==> src/rtl/clb_array.sv <==
// Reconfigurable carry-chain logic fabric: NUM_CLB blocks of CLB_W bits, each with its own op and
// carry-in source, loaded through a double-buffered serial configuration port.
module clb_array #(
  parameter int NUM_CLB = 4,
  parameter int CLB_W   = 2,
  parameter int CFG_W   = 8
) (
  input  logic                       clk,
  input  logic                       reset,
  input  logic                       cfg_start,
  input  logic                       cfg_valid,
  input  logic [CFG_W-1:0]           cfg_data,
  output logic                       cfg_ready,
  output logic                       cfg_done,
  input  logic                       in_valid,
  input  logic [NUM_CLB*CLB_W-1:0]   in_a,
  input  logic [NUM_CLB*CLB_W-1:0]   in_b,
  input  logic                       c_in,
  output logic                       out_valid,
  output logic [NUM_CLB*CLB_W-1:0]   sum,
  output logic                       cout
);

  localparam int DW       = NUM_CLB * CLB_W;
  localparam int CFG_BITS = 4 * NUM_CLB;
  localparam int NWORDS   = (CFG_BITS + CFG_W - 1) / CFG_W;
  localparam int CNT_W    = (NWORDS > 1) ? $clog2(NWORDS) : 1;
  localparam logic [CNT_W-1:0] LAST_WORD = CNT_W'(NWORDS - 1);

  localparam logic [1:0] OP_ADD = 2'b00;
  localparam logic [1:0] OP_SUB = 2'b01;
  localparam logic [1:0] OP_AND = 2'b10;

  localparam logic [1:0] CIN_ZERO  = 2'b00;
  localparam logic [1:0] CIN_CHAIN = 2'b01;
  localparam logic [1:0] CIN_ONE   = 2'b10;

  typedef enum logic {IDLE, LOAD} state_t;

  state_t                state_q, state_d;
  logic [CNT_W-1:0]      cnt_q, cnt_d;
  logic [CFG_BITS-1:0]   shadow_q, shadow_d;
  logic [CFG_BITS-1:0]   active_q, active_d;
  logic                  done_q, done_d;

  logic [CFG_BITS-1:0]   word_sel;
  logic [CFG_BITS-1:0]   word_bit;

  logic [DW-1:0]         sum_p0;
  logic                  cout_p0;
  logic [DW-1:0]         sum_p1;
  logic                  cout_p1;
  logic                  vld_p1;

  // Returns {carry_out, result} for one block.
  function automatic logic [CLB_W:0] clb_eval(
    input logic [1:0]       op,
    input logic [CLB_W-1:0] a,
    input logic [CLB_W-1:0] b,
    input logic             cin
  );
    logic [CLB_W:0] r;
    case (op)
      OP_ADD:  r = {1'b0, a} + {1'b0, b}  + {{CLB_W{1'b0}}, cin};
      OP_SUB:  r = {1'b0, a} + {1'b0, ~b} + {{CLB_W{1'b0}}, cin};
      OP_AND:  r = {1'b0, a & b};
      default: r = {1'b0, a ^ b};
    endcase
    return r;
  endfunction

  // Each assembled config bit knows which word and which bit of that word feeds it.
  for (genvar k = 0; k < CFG_BITS; k++) begin : g_word_map
    assign word_sel[k] = (cnt_q == CNT_W'(k / CFG_W));
    assign word_bit[k] = cfg_data[k % CFG_W];
  end

  assign cfg_ready = (state_q == LOAD);
  assign cfg_done  = done_q;

  always_ff @(posedge clk or posedge reset) begin
    if (reset) begin
      state_q  <= IDLE;
      cnt_q    <= '0;
      shadow_q <= '0;
      active_q <= '0;
      done_q   <= 1'b0;
    end else begin
      state_q  <= state_d;
      cnt_q    <= cnt_d;
      shadow_q <= shadow_d;
      active_q <= active_d;
      done_q   <= done_d;
    end
  end

  // A start pulse always wins over a coincident word; the final word goes straight into the swap.
  always_comb begin
    state_d  = state_q;
    cnt_d    = cnt_q;
    shadow_d = shadow_q;
    active_d = active_q;
    done_d   = done_q;
    if (cfg_start) begin
      state_d  = LOAD;
      cnt_d    = '0;
      shadow_d = '0;
    end else if (state_q == LOAD && cfg_valid) begin
      shadow_d = (shadow_q & ~word_sel) | (word_bit & word_sel);
      if (cnt_q == LAST_WORD) begin
        active_d = shadow_d;
        done_d   = 1'b1;
        state_d  = IDLE;
        cnt_d    = '0;
      end else begin
        cnt_d = cnt_q + 1'b1;
      end
    end
  end

  // Stage 0: combinational carry chain across all blocks using the active configuration.
  always_comb begin
    logic           carry;
    logic           cin_i;
    logic [3:0]     nib;
    logic [CLB_W:0] r;
    sum_p0 = '0;
    carry  = c_in;
    cin_i  = 1'b0;
    nib    = '0;
    r      = '0;
    for (int i = 0; i < NUM_CLB; i++) begin
      nib = 4'(active_q >> (4 * i));
      case (nib[3:2])
        CIN_ZERO:  cin_i = 1'b0;
        CIN_CHAIN: cin_i = carry;
        CIN_ONE:   cin_i = 1'b1;
        default:   cin_i = c_in;
      endcase
      r = clb_eval(nib[1:0], CLB_W'(in_a >> (i * CLB_W)), CLB_W'(in_b >> (i * CLB_W)), cin_i);
      sum_p0 = sum_p0 | (DW'(r[CLB_W-1:0]) << (i * CLB_W));
      carry  = r[CLB_W];
    end
    cout_p0 = carry;
  end

  // Stage 1: registered result; data holds when no operand is accepted.
  always_ff @(posedge clk or posedge reset) begin
    if (reset) begin
      vld_p1  <= 1'b0;
      sum_p1  <= '0;
      cout_p1 <= 1'b0;
    end else begin
      vld_p1 <= in_valid & done_q;
      if (in_valid && done_q) begin
        sum_p1  <= sum_p0;
        cout_p1 <= cout_p0;
      end
    end
  end

  assign out_valid = vld_p1;
  assign sum       = sum_p1;
  assign cout      = cout_p1;

endmodule

==> config.mk <==
export PLATFORM = sky130hd
export DESIGN_NAME = clb_array
export DESIGN_NICKNAME = d
export VERILOG_FILES = /design/src/rtl/clb_array.sv
export SDC_FILE = /design/constraint.sdc
export NUM_CORES = 1
export LEC_CHECK = 0
export CORE_AREA = 2 2 98 53
export CTS_CLUSTER_SIZE = 8
export DETAILED_ROUTE_END_ITERATION = 16
export DIE_AREA = 0 0 100 55
export PLACE_DENSITY_LB_ADDON = 0.08
export SYNTH_ARGS = -nofsm -noshare
export SYNTH_HDL_FRONTEND = slang
export SYNTH_SLANG_ARGS = --single-unit
==> constraint.sdc <==
create_clock -name clk -period 7.15 [get_ports clk]
set_input_delay 1.43 -clock clk [delete_from_list [all_inputs] [get_ports clk]]
set_output_delay 1.43 -clock clk [all_outputs]
set_load 0.02 [all_outputs]
* Yosys cells after proc, flatten, opt, wreduce, memory -nomap -nowiden *
Index checks and enable logic that the tools add are counted.

storage, ports and cells
  bits in registers = 45
  bits in latches = 0
  memory bits (writable) = 0
  ROM bits = 0
  output and inout port bits = 12
  word-level logic and storage cells = 92
  memories = 0

operators by class
  add/subtract/negate cells = 17
  multipliers = 0
  div/mod/pow operators = 0
  order comparisons = 0
  equal/unequal tests = 15
  shifts and indexed selects = 0
  muxes and demuxes = 16
  bitwise operators = 22
  reduce and logical (&&, ||, !) cells = 14

operators with widths
  cell                  number
  $pmux W3 S3           4
  $and A16 B16 Y16      2
  $mux W16              2
  $add A2 B2 Y3         8
  $add A3 B1 Y3         8
  $eq A2 B2 Y1 const B  8
  $logic_not A2 Y1      8
  $not A16 Y16          1
  $or A16 B16 Y16       1
  $eq A2 B1 Y1 const B  7
  $pmux W1 S3           3
  $and A2 B2 Y2         4
  $not A2 Y2            4
  $or A6 B8 Y8          1
  $xor A2 B2 Y2         4
  $mux W1               6
  $or A4 B6 Y6          1
  $or A2 B4 Y4          1
  $reduce_bool A2 Y1    2
  $reduce_and A3 Y1     1
  $logic_and A1 B1 Y1   2
  $not A1 Y1            2
  $pmux W1 S2           1
  $reduce_and A2 Y1     1
  other kinds (2)       2

* Longest topological paths before layout *
Gate-level depths: netlist (run 1).

  depth after elaboration = 14
  depth in mapped cells = 20
  gate-level depth less buffers = 20

* Worst setup path after synthesis (run 1) *
OpenSTA, ideal clock, no wires.

  kind = input to register
  from = in in_a[0]
  to = reg sum_p1[7], in the netlist sum[7]
  data arrival time = 6.570 ns
  required time = 7.067 ns
  setup slack = 0.498 ns
  stages = 18
  path buffers = 0
  cells stage by stage = inv_1 -> fa_1 -> inv_1 -> fa_1 -> mux2i_1 -> o41a_1 -> fa_1 -> fa_1 -> mux2_2 -> o41a_1 -> fa_1 -> fa_1 -> mux2_2 -> o41a_1 -> fa_1 -> fa_1 -> mux4_2 -> o21ai_0

between the ends
  longest elaborated chain between the ends = 13
  elaborated cells on any way between the ends = 18
  classes of those cells = 10 x add/sub; 7 x mux; 1 x bitwise

ends and longest elaborated chain
  element                                  RTL line  text
  from (decl)                              16        input logic [NUM_CLB*CLB_W-1:0] in_a,
  $add A2 B2 Y3, on equally long branches  65, 64
  $add A3 B1 Y3, on equally long branches  65, 64
  $pmux W3 S3 (*)                          63        case (op)
  $pmux W1 S3 (*)                          134       case (nib[3:2])
  $add A3 B1 Y3, on equally long branches  65, 64
  $pmux W3 S3 (*)                          63
  $pmux W1 S3 (*)                          134
  $add A3 B1 Y3, on equally long branches  65, 64
  $pmux W3 S3 (*)                          63
  $pmux W1 S3 (*)                          134
  $add A3 B1 Y3, on equally long branches  65, 64
  $pmux W3 S3 (*)                          63
  $or A6 B8 Y8 (*)                         141       sum_p0 = sum_p0 | (DW'(r[CLB_W-1:0]) << (i * CLB_W));
  to (signal assigned)                     156       sum_p1 <= sum_p0;
  to (decl)                                51        logic [DW-1:0] sum_p1;

Every way passes the cells marked *; elsewhere a longest branch is shown, timed or not.
A chain may end at the register's enable or synchronous reset.

* Final worst setup path (run 1) *
  from = in in_a[1]
  to = reg sum_p1[7], in the netlist sum[7]

Same word-level chain as after synthesis.

==> flow_metrics.tcl, run 1 <==
set metrics [dict create \
    outcome "completed" \
    cp_slowest_cell "clkdlybuf4s50_1" \
    slew_headroom 0.424 \
    final_cell_mix "clkdlybuf4s50_1, dfrtp_1, inv_1" \
    pre_cts_slack_ns -0.320 \
    syn_area_per_cell_um2 12.1 \
    ioPinCount 42 \
    max_stage_delay_ns 0.61 \
    grt.total_usage 0.203 \
    drtIter0Drc 63 \
    gp_congestion 0.844 \
    cts_hold_repair.buffers 0 \
    switching_share 0.348 \
    clk_pin_slew_worst_paths_ns 0.08 \
    syn2layout_area_growth_pct 26.1 \
    htreeDepth 2 \
    total_power_uw 744 \
    critPathKind "primary input to register" \
    yosys_register_bits 37 \
    min_path_type "register to register" \
    initial_core_util 0.497 \
    synth_warnings 0 \
    p_leak_uw 0.00137 \
    die_x_um 100 \
    cts_buffers 5 \
    dieArea_um2 5500 \
    p_switching_uw 259 \
    cts_tree "yes" \
    worstPathMaxFanout 4 \
    grt_pass1_wl_um 8230 \
    core_area_um2 4680 \
    period_minus_slack_ns 6.84 \
    pwr-share-clk 0.200 \
    grt_max_degree 38 \
    first_global_vias 1632 \
    path_cells "clkdlybuf4s50_1, fa_1, mux2i_1, o41a_1, fa_2, fa_2, mux2_2, o41a_1, fa_2, fa_1, mux2_2, o41a_1, fa_2, fa_1, mux4_2, o21ai_1" \
    drc_errors 0 \
    hpwlAfterDp_um 3670 \
    cap_violations 0 \
    root_buffer "clkbuf_8" \
    peakVddDrop_mv 0.127 \
    finalHoldViolCount 0 \
    p_seq_frac 0.416 \
    postCtsSetupRepairBufs 0 \
    antenna_found_initial 0 \
    synthesis.nets 254 \
    first_pass_iters 4 \
    cpMostUsedCell "fa_2" \
    fin_skew_ns 0.00416 \
    p_int_uw 485 \
    grt.overflow.total 0 \
    fin_util 0.626 \
    cts_sinks 37 \
    vias 1533 \
    num_rows 18 \
    worstPathRequired_ns 7.36 \
    final_common_cell "clkdlybuf4s50_1" \
    worst_ep_arrival_time_ns 7.05 \
    p_comb_frac 0.384 \
    wl_um 4730 \
    viasPerCell 5.09 \
    rsz0062_at_grt "false" \
    yosysSeqAreaShare 0.398 \
    synth_cell_types 23 \
    place.port_buffers 41 \
    clkLatencyLatePin_ns 0.29 \
    tightestPinTransition_ns 0.863 \
    ant_nets 0 \
    setup_viol 0 \
    fin_ws_ns 0.308 \
    drive_gt1_frac 0.216 \
    die_y_um 55 \
    wl_per_cell_um 15.7 \
    clk_path_buf_depth 2 \
    fin_crit_sh 0.957 \
    crit_path_end_kind "register" \
    slew_viol_final 0 \
    fillers 389 \
    synth_cells 192 \
    nets 302 \
    synth_area_um2 2330 \
    p_per_area_nw_per_um2 254 \
    fmax_ghz 0.146 \
    diodes 0 \
    start_kind "primary input" \
]
Yosys cell counts:
cell type,n,share of area
mux2i_1,11,0.047
dfrtp_1,37,0.40
buf_2,1,0.0021
o2111a_1,4,0.019
ha_1,16,0.086
nor2_1,15,0.024
nand3b_1,1,0.0032
buf_6,1,0.0048
nand2_2,1,0.0027
o41a_1,3,0.015
nor3b_4,1,0.0081
or2_2,1,0.0027
mux2_2,19,0.092
mux4_2,4,0.039
clkbuf_1,2,0.0032
o21ai_0,9,0.019
a21oi_1,2,0.0043
buf_4,1,0.0032
a221o_1,4,0.017
o31ai_1,1,0.0032
fa_1,16,0.14
inv_1,29,0.047
nand2_1,13,0.021
cells by family after synthesis:
| logic type | synth area share |
|---|---|
| AND/OR/NAND/NOR | 0.0619 |
| adder cells (fa/ha/maj) | 0.224 |
| buffers and inverters | 0.0602 |
| flip-flops | 0.398 |
| multiplexers | 0.178 |
| AO/OA/AOI/OAI | 0.0780 |
flip-flops by register name (all words and copies together), names as in the netlist:
name       flops
out_valid      1
cfg_ready      1
sum            8
cout           1
cnt_q          1
cfg_done       1
shadow_q       8
active_q      16
power groups by stage:
stage | sequential [µW] | clock [µW] | combinational (µW)
2_1_floorplan | 332 | 0 | 140
3_3_place_gp | 311 | 0 | 274
3_5_place_dp | 313 | 0 | 282
4_1_cts | 310 | 154 | 285
5_1_grt | 319 | 163 | 316
6_report | 309 | 149 | 286
worst max-delay path, delay by kind of cell:
family          cells  cell delay (ns)
compound gates      4             1.49
buf+inv             1             0.61
fa+ha+maj           7             2.46
mux                 4             1.05
worst paths after layout:
| check | start | end | slack (ns) | cells past startpoint |
|---|---|---|---|---|
| worst max-delay path | in_a[1] | sum[7]$_DFFE_PP0P_ | 0.31 | 16 |
| worst min-delay path | sum[3]$_DFFE_PP0P_ | sum[3]$_DFFE_PP0P_ | 0.48 | 2 |
| worst max register to register | active_q[2]$_DFFE_PP0P_ | sum[7]$_DFFE_PP0P_ | 1.11 | 18 |
| worst min register to register | sum[3]$_DFFE_PP0P_ | sum[3]$_DFFE_PP0P_ | 0.48 | 2 |
| max in group asynchronous | reset | sum[0]$_DFFE_PP0P_ | 5.26 | 3 |
| min in group asynchronous | reset | sum[1]$_DFFE_PP0P_ | 1.54 | 3 |
through the flow:
| stage | cells | hold WS (ns) | setup TNS [ns] | cell area (µm²) |
|---|---|---|---|---|
| 2_1_floorplan | 192 | 0.479 | 0 | 2330 |
| 3_3_place_gp | 293 | 0.464 | -0.170 | 2820 |
| 3_5_place_dp | 293 | 0.471 | -0.386 | 2820 |
| 6_report | 301 | 0.484 | 0 | 2930 |
| 4_1_cts | 301 | 0.489 | 0 | 2910 |
| 5_1_grt | 301 | 0.523 | 0 | 2930 |
timing repair:
action / 4_1_cts / 5_1_grt
endpoints found under the setup margin: 1 / 1
pin swaps: 0 / 5
gates resized for setup: 3 / 15
area by class of cell:
type	instances	area, µm²	share of cell area
inverter	29	109	0.0371
multi-input combinational	121	1280	0.438
tap	60	75.1	0.0256
sequential	37	926	0.316
clock inverter	3	22.5	0.00768
clock buffer	5	68.8	0.0235
timing repair buffer	46	448	0.153
layer usage:
layer	track usage	share of wire
met1	0.292	0.51
met2	0.322	0.43
met3	0.0465	0.049
met4	0.0411	0.0042
met5	0	0
(Power assumes the default switching activity.)
==> run 2: changes to the inputs <==
Settings changed: CORE_AREA 2 2 98 53 to 2 2 78 65, DIE_AREA 0 0 100 55 to 0 0 80 67, RECOVER_POWER set to 25.
==> run 2 against run 1 <==
The flow now finishes with violations (capacitance limit, slew limit). Final area grew 0.21%. Sequential share of layout area down 0.067 points. Global-route usage increased by 0.42 points. Wire length up 0.55%.
==> flow_metrics.tcl, run 2 (synthesis results as in run 1) <==
set metrics [dict create \
    fin_util 0.651 \
    r2r_cells 18 \
    start_kind "primary input" \
    critPathKind "primary input to register" \
    p_leak_uw 0.00137 \
    place.port_buffers 41 \
    core_area_um2 4510 \
    cts_buffers 5 \
    clk_pin_slew_worst_paths_ns 0.08 \
    wl_per_cell_um 15.8 \
    clkLatencyLatePin_ns 0.29 \
    cap_violations 1 \
    hpwlAfterDp_um 3530 \
    grt.overflow.total 0 \
    drive_gt1_frac 0.224 \
    p_per_area_nw_per_um2 254 \
    cts_hold_repair.buffers 0 \
    num_rows 22 \
    p_switching_uw 262 \
    first_global_vias 1771 \
    root_buffer "clkbuf_8" \
    met3_length_um 209 \
    drtIter0Drc 43 \
    largest_register_ffs 16 \
    worst_ep_arrival_time_ns 7.21 \
    worstPathMaxFanout 2 \
    tightestPinTransition_ns 2.04 \
    vias 1550 \
    setup_viol 0 \
    first_pass_iters 4 \
    fmax_ghz 0.143 \
    pre_cts_slack_ns -0.280 \
    regMostFlops "active_q" \
    crit_path_end_kind "register" \
    final_cell_mix "dfrtp_1, clkdlybuf4s50_1, inv_1" \
    initial_core_util 0.515 \
    die_y_um 67 \
    antenna_found_initial 0 \
    period_minus_slack_ns 6.99 \
    cts_sinks 37 \
    outcome "finished with violations" \
    slew_viol_final 38 \
    slew_headroom -0.362 \
    grt_pass1_wl_um 8320 \
    die_x_um 80 \
    diodes 0 \
    syn2layout_area_growth_pct 26.4 \
    htreeDepth 2 \
    fin_crit_sh 0.978 \
    met2_length_um 2310 \
    nets 302 \
    pwr-share-clk 0.203 \
    final_common_cell "dfrtp_1" \
    ant_nets 0 \
    clk_path_buf_depth 2 \
    setup-tns-final_ns 0 \
    p_int_uw 486 \
    viasPerCell 5.15 \
    fin_skew_ns 0.00814 \
    drc_errors 0 \
    min_path_type "register to register" \
    wirelength_met1_um 2190 \
    p_comb_frac 0.383 \
    p_seq_frac 0.414 \
    postCtsSetupRepairBufs 0 \
    fin_ws_ns 0.155 \
    wl_um 4760 \
    switching_share 0.350 \
    maxUsedRoutingLayer "met4" \
    failed_checks "capacitance limit, slew limit" \
    whs_path_depth 2 \
    finalHoldViolCount 0 \
    gp_congestion 0.849 \
    dieArea_um2 5360 \
    ioPinCount 42 \
    peakVddDrop_mv 0.141 \
    cts_tree "yes" \
    grt.total_usage 0.207 \
    worstPathRequired_ns 7.36 \
    grt_max_degree 38 \
]
==> run 2: power groups by stage <==
stage | logic (µW) | registers, µW | clock network (µW)
final | 286 | 309 | 152
after global placement | 270 | 310 | 0
after CTS | 283 | 309 | 156
after detailed placement | 279 | 313 | 0
after floorplan | 140 | 332 | 0
after global routing | 316 | 319 | 166
==> run 2: final cells by class <==
| type | instances | area (µm²) |
|---|---|---|
| Clock buffer | 5 | 68.8 |
| Clock inverter | 3 | 21.3 |
| Fill cell | 378 | 1580 |
| Inverter | 29 | 109 |
| Multi-Input combinational cell | 121 | 1290 |
| Sequential cell | 37 | 926 |
| Tap cell | 60 | 75.1 |
| Timing Repair Buffer | 46 | 447 |
==> run 2: path summary, 6_finish.rpt <==
path | from | endpoint | slack, ns
hold reg to reg | sum[5]$_DFFE_PP0P_ | sum[5]$_DFFE_PP0P_ | 0.48
setup / recovery | c_in | sum[7]$_DFFE_PP0P_ | 0.16
min in group asynchronous | reset | sum[3]$_DFFE_PP0P_ | 2.30
setup reg to reg | active_q[2]$_DFFE_PP0P_ | sum[7]$_DFFE_PP0P_ | 0.96
max in group asynchronous | reset | shadow_q[1]$_DFFE_PP0P_ | 3.66
hold / removal | sum[5]$_DFFE_PP0P_ | sum[5]$_DFFE_PP0P_ | 0.48
==> run 2: repair_timing <==
action | in CTS | in global routing
resized for setup | 2 | 19
hold endpoints to repair | 0 | 0
pin swaps | 0 | 8
endpoints found under the setup margin | 1 | 1
cloned | 0 | 0
==> run 2: per-stage QoR <==
stage / cell area (µm²) / instances / hold slack, ns / power [µW]
2_1_floorplan: 2330 / 192 / 0.479 / 472
3_3_place_gp: 2820 / 293 / 0.463 / 579
3_5_place_dp: 2820 / 293 / 0.471 / 593
4_1_cts: 2910 / 301 / 0.489 / 749
5_1_grt: 2940 / 301 / 0.520 / 802
6_report: 2940 / 301 / 0.480 / 747
==> run 2: critical path: stages <==
cell	delay, ns
dlymetal6s2s_1	0.14
mux2i_2	0.12
fa_2	0.34
inv_1	0.08
fa_1	0.18
mux2i_1	0.07
o41a_1	0.48
fa_2	0.41
fa_2	0.32
mux2_2	0.26
o41a_1	0.48
fa_2	0.41
fa_1	0.36
mux2_2	0.26
o41a_1	0.44
fa_2	0.38
fa_1	0.43
mux4_2	0.47
o21ai_2	0.14
==> run 2: routing by layer <==
layer  vias up  track usage
li1        734            -
met1       782        0.267
met2        29        0.347
met3         5       0.0501
met4         0       0.0657
met5         -            0
